$ cat src/rtl/clef_pkg.sv
// clef_pkg: shared types and geometry for the treble-clef line fetcher.
//   fetch_state_t   - line-fetch sequencer states
//   CLEF_W/CLEF_H   - default glyph geometry in pixels
//   CLEF_ROM_DEPTH  - glyph ROM depth in bits (CLEF_W * CLEF_H)
//   ROM_LAT         - default glyph ROM read latency in cycles
//   clef_const_mul  - multiply by a constant using shifted accumulation
package clef_pkg;

    typedef enum logic [1:0] {
        S_IDLE,
        S_ISSUE,
        S_DRAIN,
        S_DONE
    } fetch_state_t;

    localparam int unsigned CLEF_W         = 40;
    localparam int unsigned CLEF_H         = 80;
    localparam int unsigned CLEF_ROM_DEPTH = 3200;
    localparam int unsigned ROM_LAT        = 2;

    // Sums a shifted copy of 'a' for every set bit of the constant 'k',
    // so the row base is built from adders only.
    function automatic logic [13:0] clef_const_mul(input logic [13:0] a,
                                                    input int unsigned k);
        logic [13:0] acc;
        acc = '0;
        for (int unsigned i = 0; i < 14; i++) begin
            if (((k >> i) & 32'd1) != 32'd0) begin
                acc = acc + (a << i);
            end
        end
        return acc;
    endfunction

endpackage

$ cat src/rtl/clef_line_buf.sv
// clef_line_buf: shadow/active double buffer for one glyph scanline.
//   clk, reset  - pixel clock, asynchronous active-high reset
//   wr_idx      - shadow column to write
//   wr_bit      - bit written to shadow[wr_idx]
//   wr_en       - shadow write strobe
//   shadow_clr  - zero the whole shadow buffer (wins over wr_en)
//   swap        - load the active buffer this cycle
//   swap_take   - on swap: 1 copies shadow, 0 clears active
//   active      - active scanline vector, bit c is glyph column c
module clef_line_buf #(
    parameter int unsigned W = 40
) (
    input  logic                 clk,
    input  logic                 reset,
    input  logic [$clog2(W)-1:0] wr_idx,
    input  logic                 wr_bit,
    input  logic                 wr_en,
    input  logic                 shadow_clr,
    input  logic                 swap,
    input  logic                 swap_take,
    output logic [W-1:0]         active
);

    logic [W-1:0] shadow;

    always_ff @(posedge clk or posedge reset) begin
        if (reset) begin
            shadow <= '0;
            active <= '0;
        end else begin
            if (shadow_clr) begin
                shadow <= '0;
            end else if (wr_en) begin
                shadow[wr_idx] <= wr_bit;
            end
            if (swap) begin
                active <= swap_take ? shadow : '0;
            end
        end
    end

endmodule

$ cat src/rtl/clef_line_fetcher.sv
// clef_line_fetcher: fetches the next clef scanline from the glyph ROM during
// horizontal blanking and streams it as a gated pixel on the active line.
//   clk, reset  - pixel clock, asynchronous active-high reset
//   hcount      - current pixel column from VGA timing
//   vcount      - current line from VGA timing
//   enable      - output gate for clef_pixel (fetching is unaffected)
//   rom_addr    - glyph ROM address (registered)
//   rom_data    - glyph ROM bit, valid ROM_LAT cycles after its address
//   clef_pixel  - clef pixel for the previous cycle's hcount (registered)
//   fetch_busy  - FSM in S_ISSUE or S_DRAIN
//   fetch_err   - sticky overrun/retrigger flag, cleared by reset only
module clef_line_fetcher #(
    parameter int unsigned CLEF_X   = 16,
    parameter int unsigned CLEF_Y   = 40,
    parameter int unsigned CLEF_W   = clef_pkg::CLEF_W,
    parameter int unsigned CLEF_H   = clef_pkg::CLEF_H,
    parameter int unsigned H_ACTIVE = 640,
    parameter int unsigned V_TOTAL  = 525,
    parameter int unsigned ROM_LAT  = clef_pkg::ROM_LAT
) (
    input  logic        clk,
    input  logic        reset,
    input  logic [9:0]  hcount,
    input  logic [9:0]  vcount,
    input  logic        enable,
    output logic [13:0] rom_addr,
    input  logic        rom_data,
    output logic        clef_pixel,
    output logic        fetch_busy,
    output logic        fetch_err
);

    import clef_pkg::*;

    localparam int unsigned CW   = $clog2(CLEF_W);
    localparam int unsigned PIPE = ROM_LAT * CW;

    localparam logic [9:0]    H_ACT_L    = 10'(H_ACTIVE);
    localparam logic [9:0]    V_TOT_L    = 10'(V_TOTAL);
    localparam logic [9:0]    Y_LO_L     = 10'(CLEF_Y);
    localparam logic [9:0]    Y_HI_L     = 10'(CLEF_Y + CLEF_H);
    localparam logic [9:0]    X_LO_L     = 10'(CLEF_X);
    localparam logic [9:0]    X_HI_L     = 10'(CLEF_X + CLEF_W);
    localparam logic [CW-1:0] X_IDX_L    = CW'(CLEF_X);
    localparam logic [CW-1:0] COL_LAST   = CW'(CLEF_W - 1);
    localparam logic [7:0]    DRAIN_LAST = 8'(ROM_LAT - 1);

    fetch_state_t state, state_nxt;

    logic [CW-1:0]      col;
    logic [7:0]         drain_cnt;
    logic [ROM_LAT-1:0] pipe_vld;
    logic [PIPE-1:0]    pipe_idx;
    logic               shadow_valid;
    logic               hz_q;
    logic [CLEF_W-1:0]  active;

    logic [9:0]    vp1;
    logic [9:0]    vn;
    logic          row_in;
    logic [13:0]   row_base;
    logic          trigger;
    logic          swap;
    logic          busy_st;
    logic          issuing;
    logic          overrun;
    logic          flush;
    logic          cap_we;
    logic [CW-1:0] cap_idx;
    logic          in_win;
    logic [CW-1:0] pix_idx;

    // ---------------- line / trigger decode ----------------
    always_comb begin
        vp1      = vcount + 10'd1;
        vn       = (vp1 == V_TOT_L) ? '0 : vp1;
        row_in   = (vn >= Y_LO_L) && (vn < Y_HI_L);
        row_base = clef_const_mul(14'(vn - Y_LO_L), CLEF_W);
        trigger  = (hcount == H_ACT_L);
        // Swap only on the first cycle of a run of hcount == 0.
        swap     = (hcount == '0) && !hz_q;
        busy_st  = (state == S_ISSUE) || (state == S_DRAIN);
        issuing  = (state == S_ISSUE);
        overrun  = swap && busy_st;
        flush    = overrun || trigger;
        cap_we   = pipe_vld[ROM_LAT-1] && !flush;
        cap_idx  = pipe_idx[PIPE-1 -: CW];
    end

    // ---------------- FSM: state register ----------------
    always_ff @(posedge clk or posedge reset) begin
        if (reset) begin
            state <= S_IDLE;
        end else begin
            state <= state_nxt;
        end
    end

    // ---------------- FSM: next state ----------------
    always_comb begin
        state_nxt = state;
        if (overrun) begin
            state_nxt = S_IDLE;
        end else if (trigger) begin
            state_nxt = row_in ? S_ISSUE : S_DONE;
        end else begin
            case (state)
                S_ISSUE: if (col == COL_LAST)         state_nxt = S_DRAIN;
                S_DRAIN: if (drain_cnt == DRAIN_LAST) state_nxt = S_DONE;
                S_DONE:                               state_nxt = S_IDLE;
                default:                              state_nxt = state;
            endcase
        end
    end

    // ---------------- FSM: outputs ----------------
    always_comb begin
        fetch_busy = busy_st;
    end

    // ---------------- fetch datapath ----------------
    always_ff @(posedge clk or posedge reset) begin
        if (reset) begin
            rom_addr     <= '0;
            col          <= '0;
            drain_cnt    <= '0;
            pipe_vld     <= '0;
            pipe_idx     <= '0;
            shadow_valid <= 1'b0;
            fetch_err    <= 1'b0;
            hz_q         <= 1'b0;
        end else begin
            hz_q <= (hcount == '0);

            // Column index travels with its valid bit so the write lands
            // ROM_LAT cycles after the address was issued.
            if (flush) begin
                pipe_vld <= '0;
            end else begin
                pipe_vld <= (pipe_vld << 1) | (ROM_LAT)'(issuing);
            end
            pipe_idx <= (pipe_idx << CW) | PIPE'(col);

            if (trigger) begin
                col <= '0;
                if (row_in) begin
                    rom_addr <= row_base;
                end
            end else if (issuing && !overrun && (col != COL_LAST)) begin
                col      <= col + 1'b1;
                rom_addr <= rom_addr + 14'd1;
            end

            if (state == S_DRAIN) begin
                drain_cnt <= drain_cnt + 8'd1;
            end else begin
                drain_cnt <= '0;
            end

            if (overrun || swap) begin
                shadow_valid <= 1'b0;
            end else if (trigger) begin
                shadow_valid <= !row_in;
            end else if ((state == S_DRAIN) && (state_nxt == S_DONE)) begin
                shadow_valid <= 1'b1;
            end

            if (overrun || (trigger && busy_st)) begin
                fetch_err <= 1'b1;
            end
        end
    end

    // ---------------- line buffer ----------------
    clef_line_buf #(
        .W (CLEF_W)
    ) u_buf (
        .clk        (clk),
        .reset      (reset),
        .wr_idx     (cap_idx),
        .wr_bit     (rom_data),
        .wr_en      (cap_we),
        .shadow_clr (trigger && !row_in),
        .swap       (swap),
        .swap_take  (shadow_valid && !overrun),
        .active     (active)
    );

    // ---------------- pixel gate ----------------
    always_comb begin
        in_win  = (hcount >= X_LO_L) && (hcount < X_HI_L);
        pix_idx = in_win ? (hcount[CW-1:0] - X_IDX_L) : '0;
    end

    always_ff @(posedge clk or posedge reset) begin
        if (reset) begin
            clef_pixel <= 1'b0;
        end else begin
            clef_pixel <= enable && in_win && active[pix_idx];
        end
    end

endmodule

$ cat config.mk
export PLATFORM = sky130hd
export DESIGN_NAME = clef_line_fetcher
export DESIGN_NICKNAME = d
export VERILOG_FILES = /design/src/rtl/clef_pkg.sv /design/src/rtl/clef_line_buf.sv /design/src/rtl/clef_line_fetcher.sv
export SDC_FILE = /design/constraint.sdc
export NUM_CORES = 1
export LEC_CHECK = 0
export ABC_CLOCK_PERIOD_IN_PS = 4900
export BUFFER_PORTS_ARGS = -buffer_cell sky130_fd_sc_hd__clkbuf_2
export CAP_MARGIN = 10
export CORE_MARGIN = 1
export CORE_UTILIZATION = 38
export CTS_CLUSTER_SIZE = 16
export DETAILED_ROUTE_END_ITERATION = 10
export PLACE_DENSITY = 0.51
export SLEW_MARGIN = 10
export SYNTH_ARGS = -nofsm -noshare
export SYNTH_HDL_FRONTEND = slang
export SYNTH_SLANG_ARGS = --single-unit
$ cat constraint.sdc
create_clock -name clk -period 4.9 [get_ports clk]
set_input_delay 0.735 -clock clk [delete_from_list [all_inputs] [get_ports clk]]
set_output_delay 0.735 -clock clk [all_outputs]
set_load 0.1 [all_outputs]
==> Word level (Yosys, flattened, before mapping) <==
Index checks and enable logic that the tools add are counted.
{ "totals": {"register_bits": 128, "inputBits": 24, "output_inout_bits": 17, "elab_cells": 91} }
{ "classes": {"add_sub_neg": 7, "magnitude_cmp": 7, "eq_ne": 10, "muxes": 26, "n_bitwise": 2, "n_reduce_logical": 27} }
{ "ops": {"columns": ["cell", "n"], "rows": [
  ["$mux 40", 3],
  ["$mux 14", 3],
  ["$bwmux 40", 1],
  ["$eq 10x10->1 const B", 2],
  ["$mux 6", 3],
  ["$add 14x1->14 const B", 1],
  ["$add 14x14->14", 1],
  ["$logic_and 1x1->1", 14],
  ["$lt 6x7->1 const B", 2],
  ["$mux 2", 6],
  ["$or 12x6->12", 1],
  ["$sub 10x6->11 const B", 1],
  ["$add 10x1->10 const B", 1],
  ["$ge 10x5->1 const B", 1],
  ["$ge 10x6->1 const B", 1],
  ["$logic_not 10->1", 1],
  ["$lt 10x6->1 const B", 1],
  ["$lt 10x7->1 const B", 1],
  ["$mux 10", 1],
  ["$add 8x1->8 const B", 1],
  ["$eq 8x1->1 const B", 1],
  ["$mux 8", 1],
  ["$add 6x1->6 const B", 1],
  ["$bmux 1 s6", 1],
  ["16 further kinds", 29]
]} }

==> Longest topological paths before layout <==
Gate-level depths: netlist of the first run.
{ "depth": {"word_depth": 13, "depth_mapped": 18, "ltp_nobuf": 17} }

==> Hierarchy <==
A second synthesis of the first run with hierarchy kept.
{ "unflattened": {"cells_unflattened": 776, "area_unflattened_um2": 7332.0} }
{ "modules_own_cells": {"columns": ["mod", "instances", "cells_per_inst", "area_per_inst_um2", "seq_area_each_um2"], "rows": [
  ["clef_line_fetcher", 1, 421, 3768.6, 1201.2],
  ["clef_line_buf", 1, 355, 3563.4, 2001.9]
]} }

==> Least setup slack after synthesis of the first run <==
No wires, ideal clock.
{ "synth_path": {"path_kind": "input to register", "start": "input port vcount[3]", "end": "register rom_addr[11]", "setup_ns": 0.080, "arrival_ns": 3.859, "t_required_ns": 4.820, "path_slack_ns": 0.961, "cell_stages": 16, "n_path_buf": 1, "cell_sequence": "buf_2 > nand3_1 > nor4_1 > xnor2_1 > nor2_1 > and2_1 > or2_2 > ha_1 > o21ai_0 > xnor2_1 > ha_1 > a21o_1 > a31oi_1 > xnor2_1 > o22ai_1 > a2bb2oi_1"} }
{ "synth_between": {"elab_chain_len": 7, "word_cells_on_any_way": 12, "cone_classes": "3 x add/sub; 2 x order compare; 2 x eq/ne; 3 x mux; 2 x reduce/logical"} }
{ "synth_lines": {"columns": ["item", "line", "rtl"], "rows": [
  ["start, declared", "clef_line_fetcher.sv:24", "input logic [9:0] vcount,"],
  ["$add 10x1->10 (*)", "clef_line_fetcher.sv:75", "vp1 = vcount + 10'd1;"],
  ["$eq 10x10->1", "clef_line_fetcher.sv:76", "vn = (vp1 == V_TOT_L) ? '0 : vp1;"],
  ["$mux 10 (*)", "clef_line_fetcher.sv:76", null],
  ["$sub 10x6->11 (tied with other cells)", "clef_line_fetcher.sv:78", "row_base = clef_const_mul(14'(vn - Y_LO_L), CLEF_W);"],
  ["$add 14x14->14 or $logic_and 1x1->1 (tied branches)", "clef_pkg.sv:29, clef_line_fetcher.sv:77", null],
  ["$mux 14 or $ne 2x1->1 (tied branches)", null, null],
  ["$mux 14 or $reduce_and 2->1 (tied branches)", null, null],
  ["end signal, assigned", "clef_line_fetcher.sv:147", "rom_addr <= row_base;"],
  ["end signal, assigned", "clef_line_fetcher.sv:151", "rom_addr <= rom_addr + 14'd1;"],
  ["end, declared", "clef_line_fetcher.sv:26", "output logic [13:0] rom_addr,"]
]} }
Every way passes the cells marked *; elsewhere a longest branch is shown, timed or not. The select of a mux whose other input is x is not followed.
A chain may end at the register's enable or synchronous reset.

==> Worst setup path in the final report of the first run <==
Same ends and word-level chain as after synthesis.

==> results of run 1 <==
## cells in the mapped netlist (all sizes together) (2+ instances only)
library cell    n  share of area (%)
clkbuf         22                1.2
nor2           47                2.6
nand2          95                5.2
a211o           2               0.26
and3           12                1.1
a21o            3               0.33
nand2b          6               0.55
nor4            9                1.1
o21ai          17                1.2
nor2b           6               0.55
xor2           14                1.8
nor3           17                1.2
a22o           43                5.5
a31oi           6               0.55
xnor2          14                1.8
mux2            7                1.2
buf            16                1.3
nand3          47                3.5
a2bb2oi         7               0.90
ha             24                4.4
nor4b           5               0.64
or3             3               0.28
o211ai          2               0.22
mux2i          26                3.8
dfrtp         128                 47
o22ai           5               0.46
nand4b          3               0.57
a41oi           2               0.37
or2             3               0.28
inv            22                1.2
nand4           5               0.46
a221o           5               0.73
a21oi          58                4.3
and2            7               0.64
o31a            2               0.26
## cell families after synthesis
kind of cell	Yosys count	share of synthesized area (%)
AO/OA/AOI/OAI	164	16.7
XOR/XNOR	28	3.60
adder cells (fa/ha/maj)	25	4.70
buffers and inverters	61	3.78
flip-flops	128	47.0
multiplexers	33	4.97
AND/OR/NAND/NOR	269	19.3
## metrics by stage
| stage | instance area (sq um) | power [W] |
|---|---|---|
| 6_report | 7920 | 0.00265 |
| 5_1_grt | 7920 | 0.00274 |
| 4_1_cts | 7920 | 0.00268 |
| 3_5_place_dp | 7290 | 0.00132 |
| 3_3_place_gp | 7290 | 0.00131 |
| 2_1_floorplan | 6820 | 0.00126 |
## final timing paths
check / cells after the start / from / to
setup reg to reg: 7 / hz_q / u_buf.shadow[36]
max in group asynchronous: 3 / reset / u_buf.active[20]
min in group clk: 0 / pipe_idx[0] / pipe_idx[6]
setup / recovery: 16 / vcount[3] / rom_addr[11]
hold / removal: 2 / reset / drain_cnt[2]
hold reg to reg: 0 / pipe_idx[0] / pipe_idx[6]
## per-layer routing
metal | GRT usage [%] | share of wire, % | up-vias | routed length [um]
li1 | - | - | 2619 | -
met1 | 25.0 | 47 | 2659 | 7830
met2 | 32.5 | 48 | 108 | 7960
met3 | 4.25 | 3.9 | 18 | 651
met4 | 6.36 | 1.3 | 0 | 215
met5 | 0 | 0 | - | 0
## final cells by class
cell class,count,area [sq um],share of cell area [%]
clock buffer,20,447,5.64
timing repair buffer,56,320,4.04
clock inverter,12,181,2.29
multi-input combinational,519,3400,42.9
sequential,128,3200,40.4
inverter,23,88.8,1.12
tap,225,282,3.55
## power groups by stage
stage | clock network (W) | logic [W] | registers [W]
floorplan | 0 | 0.000140 | 0.00112
global placement | 0 | 0.000221 | 0.00109
detailed placement | 0 | 0.000226 | 0.00109
CTS | 0.00138 | 0.000227 | 0.00107
global route | 0.00142 | 0.000251 | 0.00107
finish | 0.00135 | 0.000225 | 0.00107
## registers in the layout, summed over array words and instances (netlist names)
register      count
pipe_idx         12
drain_cnt         8
rom_addr         14
fetch_err         1
pipe_vld          2
state             2
hz_q              1
u_buf.shadow     40
shadow_valid      1
col               6
u_buf.active     40
clef_pixel        1
## critical path: stages
cell	delay, ps
clkbuf_2	150
nand3_1	220
nor4_1	440
xnor2_1	320
nor2_1	110
and2_1	190
or2_2	320
ha_1	210
o21ai_0	280
xnor2_1	150
ha_1	370
a21o_1	200
a31oi_1	230
xnor2_1	160
o22ai_1	100
a2bb2oi_1	160
==> metrics, run 1 <==
CP Class=input pin to flip-flop; startpoint types=input pin; cell-internal power=0.00201 W; Synth Warn #=0; Post-CTS Hold Fix Bufs=0; CTS tree=built; drt pass-1 iters=4; Max Cap Viol=0; number of global-route vias before repair=5,439; CTS Buf Count=17; Inserted Diodes=0; Core ar.=17,400 sq um; Seq pwr share=40.5%; RePlAce Congestion=0.863; fin util=45.5%; post-route ant nets=0; Power Density=334 nW/um^2; pre-CTS worst setup slack=478 ps; nets=794; syn nets=757; CTS H-tree lvls=4; Clock Latency Late Sink=420 ps; Routed wire per std cell=16.9 um; initial antenna violation count=0; worst setup margin=915 ps; fin crit share=81.3%; clock buffer depth=2; GRT Resource Usage Total=19.5%; P_sw=0.000639 W; Final setup viols=0; non-filler instance count after layout=983; Root Driver=clkbuf_16; endpoints failing hold=0; slew margin rel.=35.4%; Via density=5.50; cell leakage power=3.61 nW; FF-to-FF setup slack=2100 ps; Worst Hold Class=input pin to asynchronous set/reset pin; worst hold margin=343 ps; Setup crit end kind=flip-flop; switch share=24.2%; Initial Util=39.1%; commonest non-fill, non-tap cells in the layout=dfrtp_1 (128), nand2_1 (95), a21oi_1 (58); grt ovf=0; CP max FO=7; largest net degree at the start of global routing=55; ys async rst share=100%; Worst-Margin Slew=962 ps; RSZ-0062 raised after global routing=false; post_cts resized=0; DIE WIDTH=136 um; DR iter-0 viols=352; synthesized cell area=6820 sq um; status=finished, final reports clean; Worst-path clk slew=60 ps; Yosys reg bits=128; Peak VDD IR=237 uV; DRT Wirelength=16.7 mm; global-route wire length before repair=27.7 mm; fin crit period=3990 ps; Synth Area per Inst=9.63 sq um; DRC viols=0; Fmax=251 MHz; power share of the clock group=51.0%; Ports=41; vias=5,404; fraction of layout cells with a size suffix above 1=14.4%; DP HPWL=11.2 mm; Die Y-Extent=136 um; placement row count=48; Worst EP required=5240 ps; register area share after synthesis=47.0%; Die ar.=18,500 sq um; Post-Place Cells=951; crit path DAT=4330 ps; post-CTS setup buffers=0; clk_skew=11.0 ps; number of synthesized flops with an enable pin=0; combinational share of power=8.5%; prevailing post-synth register cell=dfrtp_1; max-slew violation count=0; Layout Area Growth over Synthesis=16.2%; Distinct cells, synth=62; layout filler cell count=1,682; clk sinks=128; IO buf count=40; post-synthesis cell count=708; Sum Neg Setup Slack=0 ps; leading cell type in the layout, fill and taps excluded=dfrtp_1
No activity file was read; power rests on OpenSTA's default activity.
==> run 2, diff against run 1 <==
--- a/config.mk
+++ b/config.mk
@@ -5,14 +5,14 @@
 export SDC_FILE = /design/constraint.sdc
 export NUM_CORES = 1
 export LEC_CHECK = 0
-export ABC_CLOCK_PERIOD_IN_PS = 4900
+export ABC_CLOCK_PERIOD_IN_PS = 3320
 export BUFFER_PORTS_ARGS = -buffer_cell sky130_fd_sc_hd__clkbuf_2
 export CAP_MARGIN = 10
 export CORE_MARGIN = 1
 export CORE_UTILIZATION = 38
 export CTS_CLUSTER_SIZE = 16
 export DETAILED_ROUTE_END_ITERATION = 10
-export PLACE_DENSITY = 0.51
+export PLACE_DENSITY = 0.53
 export SLEW_MARGIN = 10
 export SYNTH_ARGS = -nofsm -noshare
 export SYNTH_HDL_FRONTEND = slang
==> constraint.sdc (replaced) <==
create_clock -name clk -period 3.32 [get_ports clk]
set_input_delay 0.498 -clock clk [delete_from_list [all_inputs] [get_ports clk]]
set_output_delay 0.498 -clock clk [all_outputs]
set_load 0.1 [all_outputs]
==> run 2 against run 1 <==
  * Utilization up 3.0 points
  * Final cell count up 4.8%
  * Clock skew up 0.87 ps
  * Clock-buffer cell count down 2
  * Critical path depth up 1
  * Via count up 2.7%
  * Power up 54%
  * Non-clock buffer count up 47
==> metrics, run 2 (synthesized netlist as in run 1, its figures left out) <==
Inserted Diodes=0 (unchanged); grt ovf=0 (unchanged); CTS Buf Count=17 (unchanged); commonest non-fill, non-tap cells in the layout=dfrtp_1 (128), nand2_1 (94), buf_4 (60); global-route wire length before repair=28.6 mm (+3.4%); CTS H-tree lvls=4 (unchanged); Initial Util=39.1% (unchanged); number of global-route vias before repair=5,562 (+2.3%); slew margin rel.=23.1% (-12 points); clk_skew=11.9 ps (+0.867 ps); CTS tree=built; status=finished, final reports clean; worst setup margin=265 ps (-649 ps); RSZ-0062 raised after global routing=false; vias=5,550 (+2.7%); Worst EP required=3650 ps (-1590 ps); DP HPWL=11.8 mm (+4.8%); Fmax=327 MHz; pre-CTS worst setup slack=-239 ps (-717 ps); RePlAce Congestion=0.831 (-3.7%); max-slew violation count=0 (unchanged); Slowest-stage cell, CP=ha_1; Buf/Inv on CP=1 (unchanged); post-route ant nets=0 (unchanged); leading cell type in the layout, fill and taps excluded=dfrtp_1; drt pass-1 iters=5 (+1); nets=841 (+5.9%); Post-CTS Hold Fix Bufs=0 (unchanged); Sum Neg Setup Slack=0 ps (unchanged); Worst R2R Start=state[0]; fraction of layout cells with a size suffix above 1=21.2% (+6.9 points); cells on worst reg2reg path=8 (+1); Max Cap Viol=0 (unchanged); Core ar.=17,400 sq um (unchanged); placement row count=48 (unchanged); CP Class=input pin to flip-flop; IO buf count=40 (unchanged); Worst R2R End=u_buf.shadow[35]; DRC viols=0 (unchanged); DP Area=7780 sq um (+6.7%); Worst Hold Class=input pin to asynchronous set/reset pin; Clock Latency Late Sink=420 ps (about the same); DR iter-0 viols=361 (+2.6%); clock buffer depth=2 (unchanged); largest net degree at the start of global routing=129 (+130%); Via density=5.39 (-2.0%); Power Total=0.00408 W (+54%); Top Registers=u_buf.active x40, u_buf.shadow x40, rom_addr x14; Routed wire per std cell=16.3 um (-3.8%); DRT Wirelength=16.8 mm (+0.77%); FF-to-FF setup slack=770 ps (-1330 ps); fin crit share=92.0%; delay-heaviest family, CP=compound AO/OA/AOI/OAI gates; fin crit period=3050 ps; Die ar.=18,500 sq um (unchanged); cell leakage power=3.87 nW (+7.2%); clk sinks=128 (unchanged); initial antenna violation count=0 (unchanged); Root Driver=clkbuf_16; crit path DAT=3390 ps (-940 ps); Worst-Margin Slew=1150 ps (+183 ps); startpoint types=input pin; Layout Area Growth over Synthesis=23.8%; CP peak stage delay=280 ps (-160 ps); Worst-path clk slew=60 ps (about the same); Peak VDD IR=321 uV (+35%); Setup crit end kind=flip-flop; cells along the critical path=clkbuf_2 -> ha_2 -> nand2_1 -> xor2_1 -> a31oi_1 -> nor2_1 -> and2_1 -> or2_4 -> ha_2 -> o21ai_2 -> xnor2_1 -> ha_1 -> a21o_1 -> a31oi_2 -> xnor2_1 -> o22ai_1 -> a2bb2oi_1; GRT Resource Usage Total=20.1% (+0.57 points); CP max FO=7 (unchanged); DIE WIDTH=136 um (unchanged); Ports=41 (unchanged); Final setup viols=0 (unchanged); Die Y-Extent=136 um (unchanged); Power Density=483 nW/um^2 (+45%); endpoints failing hold=0 (unchanged); Final Instance Area=8440 sq um (+6.6%)
-- run 2: cell types whose count changed in the layout (fill, tap and decap cells not counted), moves of 2 or more --
cell	delta
o21ai_0	-3
ha_2	+2
clkinvlp_4	+2
buf_4	+44
clkinv_2	-2
inv_6	+2
ha_1	-4
buf_12	+3
ha_4	+2
o21ai_1	+2
-- run 2: how the worst max path moves through the flow --
stage / endpoint / depth (start not counted) / slack, ps / startpoint
3_3_place_gp: rom_addr[10] / 19 / -150 / vcount[0]
3_5_place_dp: rom_addr[11] / 17 / -240 / vcount[1]
4_1_cts: rom_addr[11] / 17 / 220 / vcount[1]
5_1_grt: rom_addr[10] / 18 / 20 / vcount[0]
2_1_floorplan: rom_addr[11] / 17 / 2 / vcount[0]
6_report: rom_addr[11] / 17 / 270 / vcount[1]
-- run 2: layout make-up --
class	instances	area [sq um]
clock buffer	18	429
fill	1632	8980
timing repair buffer	103	711
clock inverter	14	229
tap	225	282
sequential	128	3200
inverter	23	90.1
multi-input combinational	519	3500
-- run 2: worst register-to-register path, cell delays in order (launching register included) --
cell and delay, ps:
dfrtp_1 400, inv_1 100, ha_1 420, inv_1 110, o21ai_1 90, or4b_2 740, nor3_1 300, mux2i_1 220
nor2_1 60
-- run 2: what timing repair did --
item / in CTS / in global routing
gates resized for setup: 0 / 1
setup endpoints to repair: 0 / 5
buffers inserted: 0 / 0
-- run 2: metal layers --
metal / vias to the layer above / wire (um) / part of all wire, % / track usage, %
met4: 0 / 184 / 1.1 / 4.81
met3: 12 / 738 / 4.4 / 4.55
met5: - / 0 / 0 / 0
met2: 122 / 7760 / 46 / 31.8
met1: 2691 / 8100 / 48 / 27.7
li1: 2725 / - / - / -
-- run 2: stage by stage --
step                hold slack (ps)  instances  utilization [%]
global route                    310       1030             48.5
floorplan                       331        708                -
detailed placement              339        998             44.7
global placement                335        998             44.7
finish                          249       1030             48.5
CTS                             306       1030             48.4
-- run 2: where the power goes --
group	leakage (nW)	internal, W	switching [W]
combinational	1.78	0.000180	0.000244
clock	0.314	0.00135	0.000726
sequential	1.77	0.00157	0.0000106
total	3.87	0.00310	0.000981
==> run 3, diff against run 2 <==
--- a/config.mk
+++ b/config.mk
@@ -8,6 +8,7 @@
 export ABC_CLOCK_PERIOD_IN_PS = 3320
 export BUFFER_PORTS_ARGS = -buffer_cell sky130_fd_sc_hd__clkbuf_2
 export CAP_MARGIN = 10
+export CORE_ASPECT_RATIO = 1.2
 export CORE_MARGIN = 1
 export CORE_UTILIZATION = 38
 export CTS_CLUSTER_SIZE = 16
==> run 3 against run 2 <==
  * Global-route usage shrank 0.92 points
  * First-iteration DRC count grew 5.8%
  * Critical path type unchanged
  * Critical endpoint unchanged
  * Clock-buffer cell count grew 5
==> metrics, run 3 (synthesized netlist as in run 1, its figures left out) <==
post-route ant nets=0 (unchanged); status=finished, final reports clean; Setup crit end=rom_addr[11]; cells on worst reg2reg path=8 (unchanged); grt ovf=0 (unchanged); Inserted Diodes=0 (unchanged); Max Cap Viol=0 (unchanged); clk_skew=9.00 ps (-2.86 ps); slew margin rel.=20.3% (-2.7 points); fin crit period=3040 ps (-13.8 ps); vias=5,540 (-0.18%); nets=847 (+0.71%); Power Density=458 nW/um^2 (-5.3%); pre-CTS worst setup slack=-277 ps (-37.9 ps); Clock Latency Late Sink=420 ps (about the same); number of global-route vias before repair=5,637 (+1.3%); fin util=48.1% (-0.31 points); Core ar.=17,500 sq um (+0.52%); largest net degree at the start of global routing=43 (-67%); cell leakage power=3.88 nW (+0.23%); RSZ-0062 raised after global routing=false; Ports=41 (unchanged); FF-to-FF setup slack=670 ps (-100 ps); worst setup margin=279 ps (+13.8 ps); DP Area=7840 sq um (+0.77%); Top Registers=u_buf.active x40, u_buf.shadow x40, rom_addr x14; Initial Util=38.9% (-0.20 points); Die ar.=18,500 sq um (about the same); DRC viols=0 (unchanged); Worst R2R End=u_buf.shadow[36]; initial antenna violation count=0 (unchanged); Via density=5.38 (about the same); CP max FO=5 (-2); CTS Buf Count=17 (unchanged); Setup crit end kind=flip-flop; leading cell type in the layout, fill and taps excluded=dfrtp_1; Worst Hold Class=input pin to asynchronous set/reset pin; fraction of layout cells with a size suffix above 1=21.5% (+0.27 points); Routed wire per std cell=16.2 um (-0.45%); Final Instance Area=8430 sq um (-0.12%); Fmax=329 MHz (+0.45%); Worst-path clk slew=60 ps (about the same); fin crit share=91.6% (-0.41 points); DIE WIDTH=124 um (-8.6%); Post-CTS Hold Fix Bufs=0 (unchanged); startpoint types=input pin; max-slew violation count=0 (unchanged); Worst EP required=3660 ps (about the same); placement row count=53 (+10%); CTS tree=built; GRT Resource Usage Total=19.1% (-0.92 points); DRT Wirelength=16.7 mm (-0.55%); DR iter-0 viols=382 (+5.8%); drt pass-1 iters=4 (-1); Root Driver=clkbuf_16; post-CTS setup buffers=0 (unchanged); CP Launch Point=vcount[0]; DP HPWL=12.2 mm (+3.9%); crit path DAT=3380 ps (about the same); Die Y-Extent=149 um (+9.4%); IO buf count=40 (unchanged); Layout Area Growth over Synthesis=23.6%; CP Class=input pin to flip-flop; clk sinks=128 (unchanged); clock buffer depth=2 (unchanged); Worst R2R Start=state[1]; RePlAce Congestion=0.841 (+1.2%); Worst-Margin Slew=1190 ps (+40.6 ps); Final setup viols=0 (unchanged); CTS H-tree lvls=4 (unchanged); commonest non-fill, non-tap cells in the layout=dfrtp_1 (128), nand2_1 (94), buf_4 (65); Peak VDD IR=348 uV (+8.3%); endpoints failing hold=0 (unchanged); layout filler cell count=1,634 (+0.12%); global-route wire length before repair=27.8 mm (-2.8%)
run 3: worst min path at each step:
stage,startpoint,end,cells past startpoint
after global placement,pipe_idx[1],pipe_idx[7],0
after detailed placement,pipe_idx[3],pipe_idx[9],0
after CTS,reset,u_buf.shadow[19],2
final,reset,u_buf.active[31],2
after floorplan,pipe_idx[4],pipe_idx[10],0
after global routing,reset,u_buf.shadow[30],2
run 3: layout make-up:
cell class              instances  area [sq um]  share of cell area [%]
flip-flops and latches        128          3200                    38.0
multi-input cells             519          3510                    41.7
well taps                     220           275                    3.27
clock inverters                 7           110                    1.31
inverters                      23          90.1                    1.07
clock buffers                  23           468                    5.55
repair buffers                109           768                    9.11
run 3: power by group:
group	internal (W)	switching, W	total (W)
sequential	0.00157	0.0000112	0.00158
clock	0.00121	0.000640	0.00185
combinational	0.000184	0.000248	0.000432
run 3: routing by layer:
metal  vias to the layer above  wire (um)  global-route usage [%]
met5                         -          0                       0
met4                         0        297                    7.95
met3                        22        628                    4.84
met2                       104       8660                    34.2
met1                      2701       7110                    21.7
li1                       2713          -                       -
run 3: stage by stage:
| step | hold WS (ps) | power [W] | TNS (ps) | cells |
|---|---|---|---|---|
| after floorplan | 331 | 0.00188 | 0 | 708 |
| after global placement | 333 | 0.00204 | -3840 | 999 |
| after detailed placement | 335 | 0.00205 | -6150 | 999 |
| after CTS | 202 | 0.00390 | 0 | 1029 |
| after global routing | 230 | 0.00401 | 0 | 1029 |
| final | 184 | 0.00386 | 0 | 1029 |
run 3: worst max-delay path, cell delays in order:
cell and delay, ps:
clkbuf_2 110, nand2_1 170, o31a_1 350, a31oi_1 190, nor2_1 90, and2_1 150, or2_4 240, ha_2 320
inv_2 60, ha_4 220, nor2b_1 120, o21ai_0 150, nand2b_1 110, a31oi_2 170, xnor2_1 140, o22ai_1 100
a2bb2oi_1 170
run 3: timing repair:
item / CTS / global route
resized for setup: 0 / 3
hold endpoints to repair: 0 / 0
setup endpoints to repair: 0 / 4
